--- src/rtl/state_pkg.sv ---
// Shared types and constants for the player-2 movement controller.
// Positions are 12-bit unsigned screen coordinates.
package state_pkg;

   typedef enum logic [1:0] {
      IDLE,
      LEFT2,
      RIGHT2
   } State;

   typedef enum logic [1:0] {
      GROUND,
      RISE,
      FALL
   } JumpState;

   localparam logic [11:0] X_INIT    = 12'd300;
   localparam logic [11:0] X_MIN     = 12'd0;
   localparam logic [11:0] X_MAX     = 12'd760;
   localparam logic [11:0] STEP      = 12'd4;
   localparam logic [11:0] Y_GROUND  = 12'd100;
   localparam logic [11:0] JUMP_H    = 12'd80;
   localparam logic [11:0] JUMP_STEP = 12'd4;
   localparam logic [11:0] Y_APEX    = Y_GROUND - JUMP_H;

endpackage

--- src/rtl/player2_ctl_if.sv ---
// Button/vsync inputs and per-frame position/state outputs of player 2.
// The master side is the input decoder / timing chain, the slave the controller.
interface player2_ctl_if;

   logic                 vsync;
   logic                 btn_left;
   logic                 btn_right;
   logic                 btn_jump;
   logic [11:0]          xpos_player2;
   logic [11:0]          ypos_player2;
   state_pkg::State      state;

   modport master (
      output vsync,
      output btn_left,
      output btn_right,
      output btn_jump,
      input  xpos_player2,
      input  ypos_player2,
      input  state
   );

   modport slave (
      input  vsync,
      input  btn_left,
      input  btn_right,
      input  btn_jump,
      output xpos_player2,
      output ypos_player2,
      output state
   );

endinterface

--- src/rtl/sync_edge.sv ---
// Two-flop synchroniser with an optional registered rising-edge pulse.
// With EDGE=0 the pulse output is tied low and no edge flops are built.
module sync_edge #(
   parameter bit EDGE = 1'b0
) (
   input  logic clk,
   input  logic rst,
   input  logic d,
   output logic q,
   output logic rise
);

   logic s1;
   logic s2;

   always_ff @(posedge clk) begin
      if (rst) begin
         s1 <= 1'b0;
         s2 <= 1'b0;
      end else begin
         s1 <= d;
         s2 <= s1;
      end
   end

   assign q = s2;

   if (EDGE) begin : g_edge
      logic s3;
      always_ff @(posedge clk) begin
         if (rst) begin
            s3   <= 1'b0;
            rise <= 1'b0;
         end else begin
            s3   <= s2;
            rise <= s2 & ~s3;
         end
      end
   end else begin : g_level
      assign rise = 1'b0;
   end

endmodule

--- src/rtl/player2_ctl.sv ---
// Player-2 movement controller: steps x and runs the jump profile once
// per frame, on the synchronised rising edge of vsync.
module player2_ctl
   import state_pkg::*;
(
   input  logic         clk,
   input  logic         rst,
   player2_ctl_if.slave bus
);

   logic       tick;
   logic       left;
   logic       right;
   logic       jump;
   logic       vs_q;
   logic [2:0] rise_unused;

   logic [11:0] x;
   logic [11:0] y;
   State        st;
   JumpState    js;

   sync_edge #(.EDGE(1'b1)) u_vs (
      .clk (clk),
      .rst (rst),
      .d   (bus.vsync),
      .q   (vs_q),
      .rise(tick)
   );

   sync_edge u_left (
      .clk (clk),
      .rst (rst),
      .d   (bus.btn_left),
      .q   (left),
      .rise(rise_unused[0])
   );

   sync_edge u_right (
      .clk (clk),
      .rst (rst),
      .d   (bus.btn_right),
      .q   (right),
      .rise(rise_unused[1])
   );

   sync_edge u_jump (
      .clk (clk),
      .rst (rst),
      .d   (bus.btn_jump),
      .q   (jump),
      .rise(rise_unused[2])
   );

   // Clamps compare before stepping so x/y never wrap.
   always_ff @(posedge clk) begin
      if (rst) begin
         x  <= X_INIT;
         y  <= Y_GROUND;
         st <= IDLE;
         js <= GROUND;
      end else if (tick) begin
         unique case ({left, right})
            2'b10: begin
               st <= LEFT2;
               x  <= (x >= X_MIN + STEP) ? x - STEP : X_MIN;
            end
            2'b01: begin
               st <= RIGHT2;
               x  <= (x <= X_MAX - STEP) ? x + STEP : X_MAX;
            end
            default: st <= IDLE;
         endcase

         unique case (js)
            GROUND: begin
               if (jump) js <= RISE;
            end
            RISE: begin
               if (y <= Y_APEX + JUMP_STEP) begin
                  y  <= Y_APEX;
                  js <= FALL;
               end else begin
                  y <= y - JUMP_STEP;
               end
            end
            FALL: begin
               if (y + JUMP_STEP >= Y_GROUND) begin
                  y  <= Y_GROUND;
                  js <= GROUND;
               end else begin
                  y <= y + JUMP_STEP;
               end
            end
            default: js <= GROUND;
         endcase
      end
   end

   assign bus.xpos_player2 = x;
   assign bus.ypos_player2 = y;
   assign bus.state        = st;

endmodule
--- src/flat_wrapper.sv ---
// flat-port wrapper written by rule: the top's interface ports become plain ports
module player2_ctl_flat import state_pkg::*;
  (clk, rst, bus_vsync, bus_btn_left, bus_btn_right, bus_btn_jump, bus_xpos_player2, bus_ypos_player2, bus_state);
  player2_ctl_if bus_i ();
  input  logic clk;
  input  logic rst;
  input wire logic [$bits(bus_i.vsync)-1:0] bus_vsync;
  input wire logic [$bits(bus_i.btn_left)-1:0] bus_btn_left;
  input wire logic [$bits(bus_i.btn_right)-1:0] bus_btn_right;
  input wire logic [$bits(bus_i.btn_jump)-1:0] bus_btn_jump;
  output wire logic [$bits(bus_i.xpos_player2)-1:0] bus_xpos_player2;
  output wire logic [$bits(bus_i.ypos_player2)-1:0] bus_ypos_player2;
  output wire logic [$bits(bus_i.state)-1:0] bus_state;
  assign bus_i.vsync = bus_vsync;
  assign bus_i.btn_left = bus_btn_left;
  assign bus_i.btn_right = bus_btn_right;
  assign bus_i.btn_jump = bus_btn_jump;
  assign bus_xpos_player2 = bus_i.xpos_player2;
  assign bus_ypos_player2 = bus_i.ypos_player2;
  assign bus_state = bus_i.state;
  player2_ctl u_core (.clk(clk), .rst(rst), .bus(bus_i));
endmodule
--- config.mk ---
export PLATFORM = sky130hd
export DESIGN_NAME = player2_ctl_flat
export DESIGN_NICKNAME = d
export VERILOG_FILES = /design/src/rtl/state_pkg.sv /design/src/rtl/player2_ctl_if.sv /design/src/rtl/sync_edge.sv /design/src/rtl/player2_ctl.sv /design/src/flat_wrapper.sv
export SDC_FILE = /design/constraint.sdc
export NUM_CORES = 1
export LEC_CHECK = 0
export CORE_UTILIZATION = 55
export CTS_CLUSTER_SIZE = 25
export DETAILED_ROUTE_END_ITERATION = 10
export PLACE_DENSITY = 0.8
export RECOVER_POWER = 50
export SLEW_MARGIN = 20
export SYNTH_ARGS = -nofsm -noshare
export SYNTH_HDL_FRONTEND = slang
export SYNTH_HIERARCHICAL = 1
export SYNTH_SLANG_ARGS = --single-unit
--- constraint.sdc ---
create_clock -name clk -period 2.4 [get_ports clk]
set_input_delay 0.24 -clock clk [delete_from_list [all_inputs] [get_ports clk]]
set_output_delay 0.24 -clock clk [all_outputs]
set_load 0.03 [all_outputs]
==> results by group, run 1 <==
Timing
  – Worst-margin pin slew: 666 ps
  – Max-slew violation count: 0
  – Slew headroom: 55.5%
  – Final worst path period share: 93.8%
  – Final hold slack: 412 ps
  – Min cycle time layout: 2250 ps
  – Total negative setup slack: 0 ps
  – FMAX: 444 MHz
  – RSZ-0062 raised after global routing: false
  – Final setup violating endpoints: 0
  – Hold Vio Cnt, Final: 0
  – Worst clock skew: 3.07 ps

Run status
  – Status: finished clean

Pwr
  – Sw Ratio: 21.2%
  – Clock share of power: 44.9%
  – PwrDens: 436 nW/um^2
  – Pwr Total: 0.00115 W
  – LEAKAGE: 1.01 nW
  – Comb pwr share: 5.0%
  – Peak VDD IR: 0.472 mV
  – Part of the power in registers: 50.1%
  – Net switching power: 0.000244 W
  – Pint: 0.000905 W

Global routing
  – Gr usage total: 25.4%
  – Vias in the first global route: 1820
  – First-pass GRT wire length: 8360 microns
  – Largest net degree at the start of global routing: 14
  – Initial antenna violation count: 0
  – Gr ovfl total: 0

Floorplanning
  – Total core area: 3770 sq um
  – Starting Density: 58.7%
  – Die ar.: 4280 sq um
  – Total I/O pin count: 32
  – Std cell rows: 22
  – Die height: 65.5 microns
  – Die Width: 65.5 microns

Cells and area
  – Synth-to-Final Area Change: 18.9%
  – FF/Latch Area: 681 sq um
  – Nets: 316
  – Utilization after layout: 69.8%
  – Diode count: 0
  – Layout fillers: 323
  – Area of the multi-input gates: 1370 sq um
  – Share of layout cells above drive strength 1: 11.4%

Detailed routing
  – DR iter-0 viols: 203
  – Total Wirelength: 4980 microns
  – Antenna viol nets, final: 0
  – DRT Pass-1 Iters: 4
  – Routed len/inst: 14.4 microns
  – DRC viols: 0
  – Via-per-instance ratio: 5.85
  – Via count: 2019

Critical path
  – Crit path DAT: 2470 ps
  – Crit-path max FO: 9
  – Critical path class: flop to flop
  – CP Launch Type: flop
  – Crit path capture type: flop
  – Critical Path RT: 2620 ps

Place
  – Gpl congestion: 0.817
  – Port Buf Inserts: 27
  – DP HPWL: 3560 microns

Clocking
  – CTS clock-pin slew for the worst setup and hold paths: 70 ps
  – CTS tree: done
  – CTS buffer count: 5
  – Clock Path Buffers: 2
  – TritonCTS sink count: 34
  – Clk Tree Root Cell: clkbuf_8
  – CTS Hold Bufs: 0
  – Worst-Skew Late Latency: 290 ps
  – Htree depth: 2

Min path
  – Hold WC Path Type: flop to flop

Yosys
  – Mapped Cells: 264
  – Mapped cell area: 2210 sq um
  – Syn avg cell area: 8.39 sq um
  – Yosys warning total: 6

Flow run
  – # Max-Cap Violations: 0
-- layer usage --
| metal | wire length [microns] | up-vias | part of all wire (%) | global-route usage [%] |
|---|---|---|---|---|
| met1 | 2290 | 943 | 46 | 33.5 |
| met5 | 0 | - | 0 | 0 |
| met4 | 64 | 0 | 1.3 | 9.78 |
| met3 | 315 | 6 | 6.3 | 5.38 |
| met2 | 2310 | 67 | 46 | 40.2 |
| li1 | - | 1003 | - | - |
-- registers in the layout, indices dropped and copies added (netlist names), 2 cells and up --
name	cells
u_core/bus.state	2
u_core/bus.ypos_player2	10
u_core/bus.xpos_player2	10
u_core/js	2
-- per-stage QoR --
step           cell area, sq um  instances  worst slack, ps
6_report                   2630        345              148
5_1_grt                    2630        345             7.71
4_1_cts                    2630        345             70.6
3_5_place_dp               2530        337             82.8
3_3_place_gp               2530        337              199
2_1_floorplan              2230        267             72.5
-- power groups by stage --
stage | clock network [W] | registers (W) | logic [W]
global route | 0.000551 | 0.000576 | 0.0000624
global placement | 0 | 0.000588 | 0.0000569
finish | 0.000515 | 0.000575 | 0.0000573
detailed placement | 0 | 0.000588 | 0.0000578
floorplan | 0 | 0.000589 | 0.0000418
CTS | 0.000530 | 0.000575 | 0.0000581
-- layout make-up --
| cell class | count | area share, % |
|---|---|---|
| well taps | 48 | 2.28 |
| clock buffers | 7 | 2.90 |
| multi-input cells | 202 | 52.2 |
| clock inverters | 1 | 1.14 |
| flip-flops and latches | 34 | 25.8 |
| repair buffers | 40 | 13.8 |
| inverters | 13 | 1.85 |
-- path summary, 6_finish.rpt --
check                           cells past startpoint  slack, ps                          end                                     from
worst max-delay path                                7        150    u_core/js[1]$_SDFFE_PP0P_  u_core/bus.ypos_player2[3]$_SDFFE_PP0P_
worst min-delay path                                1        410  u_core/u_vs/rise$_SDFF_PP0_         u_core/u_vs/g_edge.s3$_SDFF_PP0_
worst min register to register                      1        410  u_core/u_vs/rise$_SDFF_PP0_         u_core/u_vs/g_edge.s3$_SDFF_PP0_
worst max register to register                      7        150    u_core/js[1]$_SDFFE_PP0P_  u_core/bus.ypos_player2[3]$_SDFFE_PP0P_
-- repair_timing --
action                     4_1_cts  5_1_grt
setup endpoints to repair        0        7
resized for setup                0        2
setup buffers                    0        0
-- cell usage in the layout, fill, tap and decap left out, types with 3 or more instances in the layout --
master	instances
and3_1	3
nand2_1	20
dlygate4sd3_1	16
inv_1	13
or3_1	3
conb_1	4
nor3_1	12
nor2_1	15
nor2b_1	12
xor2_1	5
a21boi_0	5
ha_1	13
a211oi_1	3
nand3b_1	4
mux2i_1	4
a21oi_1	13
a21o_1	3
clkbuf_1	3
nand3_1	8
o21ai_0	24
a31oi_1	3
clkdlybuf4s50_1	11
clkbuf_8	5
buf_4	12
dfxtp_1	34
-- critical path, cell delays in order, from the launching register on --
cell,delay (ps)
dfxtp_1,480
ha_2,320
nand3_4,120
or2_0,280
a211oi_2,280
nor4_4,110
or3_1,390
a211oi_2,200
Power figures use the tool's default switching activity.
==> run 2: changes to the inputs <==
Settings changed: ABC_CLOCK_PERIOD_IN_PS set to 2400.
==> results of run 2 <==
No change in the layout: final DEF, timing and power equal those of run 1.
==> run 3: changes to the inputs <==
Settings changed: CORE_ASPECT_RATIO set to 1.75.
==> run 3 against run 2 <==
  * Cell area increased by 0.62%
  * Via count increased by 2.9%
  * Register-to-register slack got worse by 80 ps
  * Non-clock buffer count increased by 2
  * Setup slack got worse by 76 ps
  * Count of clock-buffer cells in the layout decreased by 2
  * Flip-flop and latch count unchanged
  * Die area increased by 0.22%
  * Critical path depth increased by 1
  * Clock power increased by 4.5%
  * Combinational power increased by 0.9%
  * Core utilization decreased by 1.3 points
  * Largest cell class unchanged
==> results by group, run 3 (synthesized netlist as in run 1, its figures left out) <==
Run status
  – Status: finished clean

Timing
  – Slew headroom: 57.0%
  – Final worst path period share: 97.0%
  – Hold Vio Cnt, Final: 0
  – Final setup violating endpoints: 0
  – RSZ-0062 raised after global routing: false
  – Min cycle time layout: 2330 ps
  – Max-slew violation count: 0
  – FMAX: 430 MHz
  – Total negative setup slack: 0 ps
  – Worst clock skew: 3.84 ps
  – Final Worst Setup Slack: 72.4 ps
  – Worst-margin pin slew: 643 ps

Detailed routing
  – DR iter-0 viols: 91
  – Routed len/inst: 15.1 microns
  – DRT Pass-1 Iters: 5
  – Max Used Layer: met4
  – DRC viols: 0
  – Via count: 2078
  – Antenna viol nets, final: 0
  – Met1 WL: 1890 microns
  – Metal2 WL: 2920 microns
  – Total Wirelength: 5240 microns
  – Via-per-instance ratio: 5.99
  – Met3 WL: 180 microns

Flow run
  – # Max-Cap Violations: 0

Pwr
  – Net switching power: 0.000268 W
  – LEAKAGE: 1.02 nW
  – Clock share of power: 45.9%
  – Pint: 0.000903 W
  – Peak VDD IR: 0.398 mV
  – PwrDens: 442 nW/um^2
  – Sw Ratio: 22.9%
  – Comb pwr share: 4.9%
  – Part of the power in registers: 49.1%

Floorplanning
  – Total I/O pin count: 32
  – Starting Density: 57.3%
  – Die height: 85.9 microns
  – Die ar.: 4290 sq um
  – Std cell rows: 30
  – Die Width: 50.0 microns
  – Total core area: 3870 sq um

Critical path
  – Critical Path RT: 2610 ps
  – Critical path class: flop to flop
  – Crit path DAT: 2540 ps
  – Crit-path max FO: 9
  – CP Launch Type: flop
  – Crit path capture type: flop

Global routing
  – Largest net degree at the start of global routing: 16
  – Vias in the first global route: 2004
  – Gr usage total: 26.3%
  – Gr ovfl total: 0
  – First-pass GRT wire length: 8670 microns
  – Initial antenna violation count: 0

Clocking
  – TritonCTS sink count: 34
  – Clock Path Buffers: 2
  – Htree depth: 2
  – CTS buffer count: 5
  – CTS clock-pin slew for the worst setup and hold paths: 70 ps
  – Clk Tree Root Cell: clkbuf_8
  – Worst-Skew Late Latency: 290 ps
  – CTS tree: done

Cells and area
  – Nets: 318
  – Synth-to-Final Area Change: 19.7%
  – Most frequent cells in the layout: dfxtp_1 (34), o21ai_0 (24), nand2_1 (20)
  – Commonest non-fill, non-tap cell in the layout: dfxtp_1
  – Diode count: 0
  – Share of layout cells above drive strength 1: 11.7%
  – Layout Cells excl Fill: 347
  – Utilization after layout: 68.5%

Place
  – # placed instances: 338
  – Gpl congestion: 0.893
  – Port Buf Inserts: 27
  – Place WS: 124 ps
  – DP HPWL: 3860 microns

Min path
  – Hold WC Path Type: flop to flop
run 3: cell types whose count changed in the layout (fill, tap and decap cells not counted):
cell        change
a21o_4          +1
clkinvlp_4      +2
nor3b_1         +1
nor3b_2         -1
a21o_2          -1
run 3: path summary, 6_finish.rpt:
kind	startpoint	endpoint	slack, ps	depth (start not counted)
max	u_core/bus.ypos_player2[3]$_SDFFE_PP0P_	u_core/js[1]$_SDFFE_PP0P_	70	8
min	u_core/u_vs/g_edge.s3$_SDFF_PP0_	u_core/u_vs/rise$_SDFF_PP0_	400	1
max reg2reg	u_core/bus.ypos_player2[3]$_SDFFE_PP0P_	u_core/js[1]$_SDFFE_PP0P_	70	8
min reg2reg	u_core/u_vs/g_edge.s3$_SDFF_PP0_	u_core/u_vs/rise$_SDFF_PP0_	400	1
run 3: metrics by stage:
step / hold WS [ps] / area, sq um / power [W]
floorplan: 311 / 2230 / 0.000631
global placement: 404 / 2530 / 0.000647
detailed placement: 397 / 2530 / 0.000648
CTS: 418 / 2650 / 0.00118
global route: 419 / 2650 / 0.00121
finish: 403 / 2650 / 0.00117
run 3: power groups by stage:
stage	sequential [W]	combinational [W]	clock, W
floorplan	0.000589	0.0000418	0
global placement	0.000588	0.0000585	0
detailed placement	0.000589	0.0000597	0
CTS	0.000576	0.0000596	0.000546
global route	0.000576	0.0000623	0.000573
finish	0.000575	0.0000578	0.000538
run 3: layer usage:
metal | vias up | GRT usage [%]
met3 | 22 | 4.08
met2 | 57 | 50.4
met4 | 0 | 18.7
met1 | 988 | 24.1
met5 | - | 0
li1 | 1011 | -
run 3: repair_timing:
action,4_1_cts,5_1_grt
endpoints found under the setup margin,0,5
endpoints found under the hold margin,0,0
gates resized for setup,0,3
setup buffers,0,1
hold buffers,0,0
run 3: worst max-delay path: stages (launching register included):
cell      delay [ps]
dfxtp_1          460
ha_2             310
nand3_4          120
or2_0            260
a211oi_2         270
nor4_4            80
buf_4            180
or3_1            360
a211oi_2         220
run 3: layout make-up:
type / instances / area, sq um
tap: 48 / 60.1
clock inverter: 3 / 45.0
timing repair buffer: 42 / 372
clock buffer: 5 / 68.8
sequential: 34 / 681
fill: 328 / 1220
inverter: 13 / 48.8
multi-input combinational: 202 / 1380
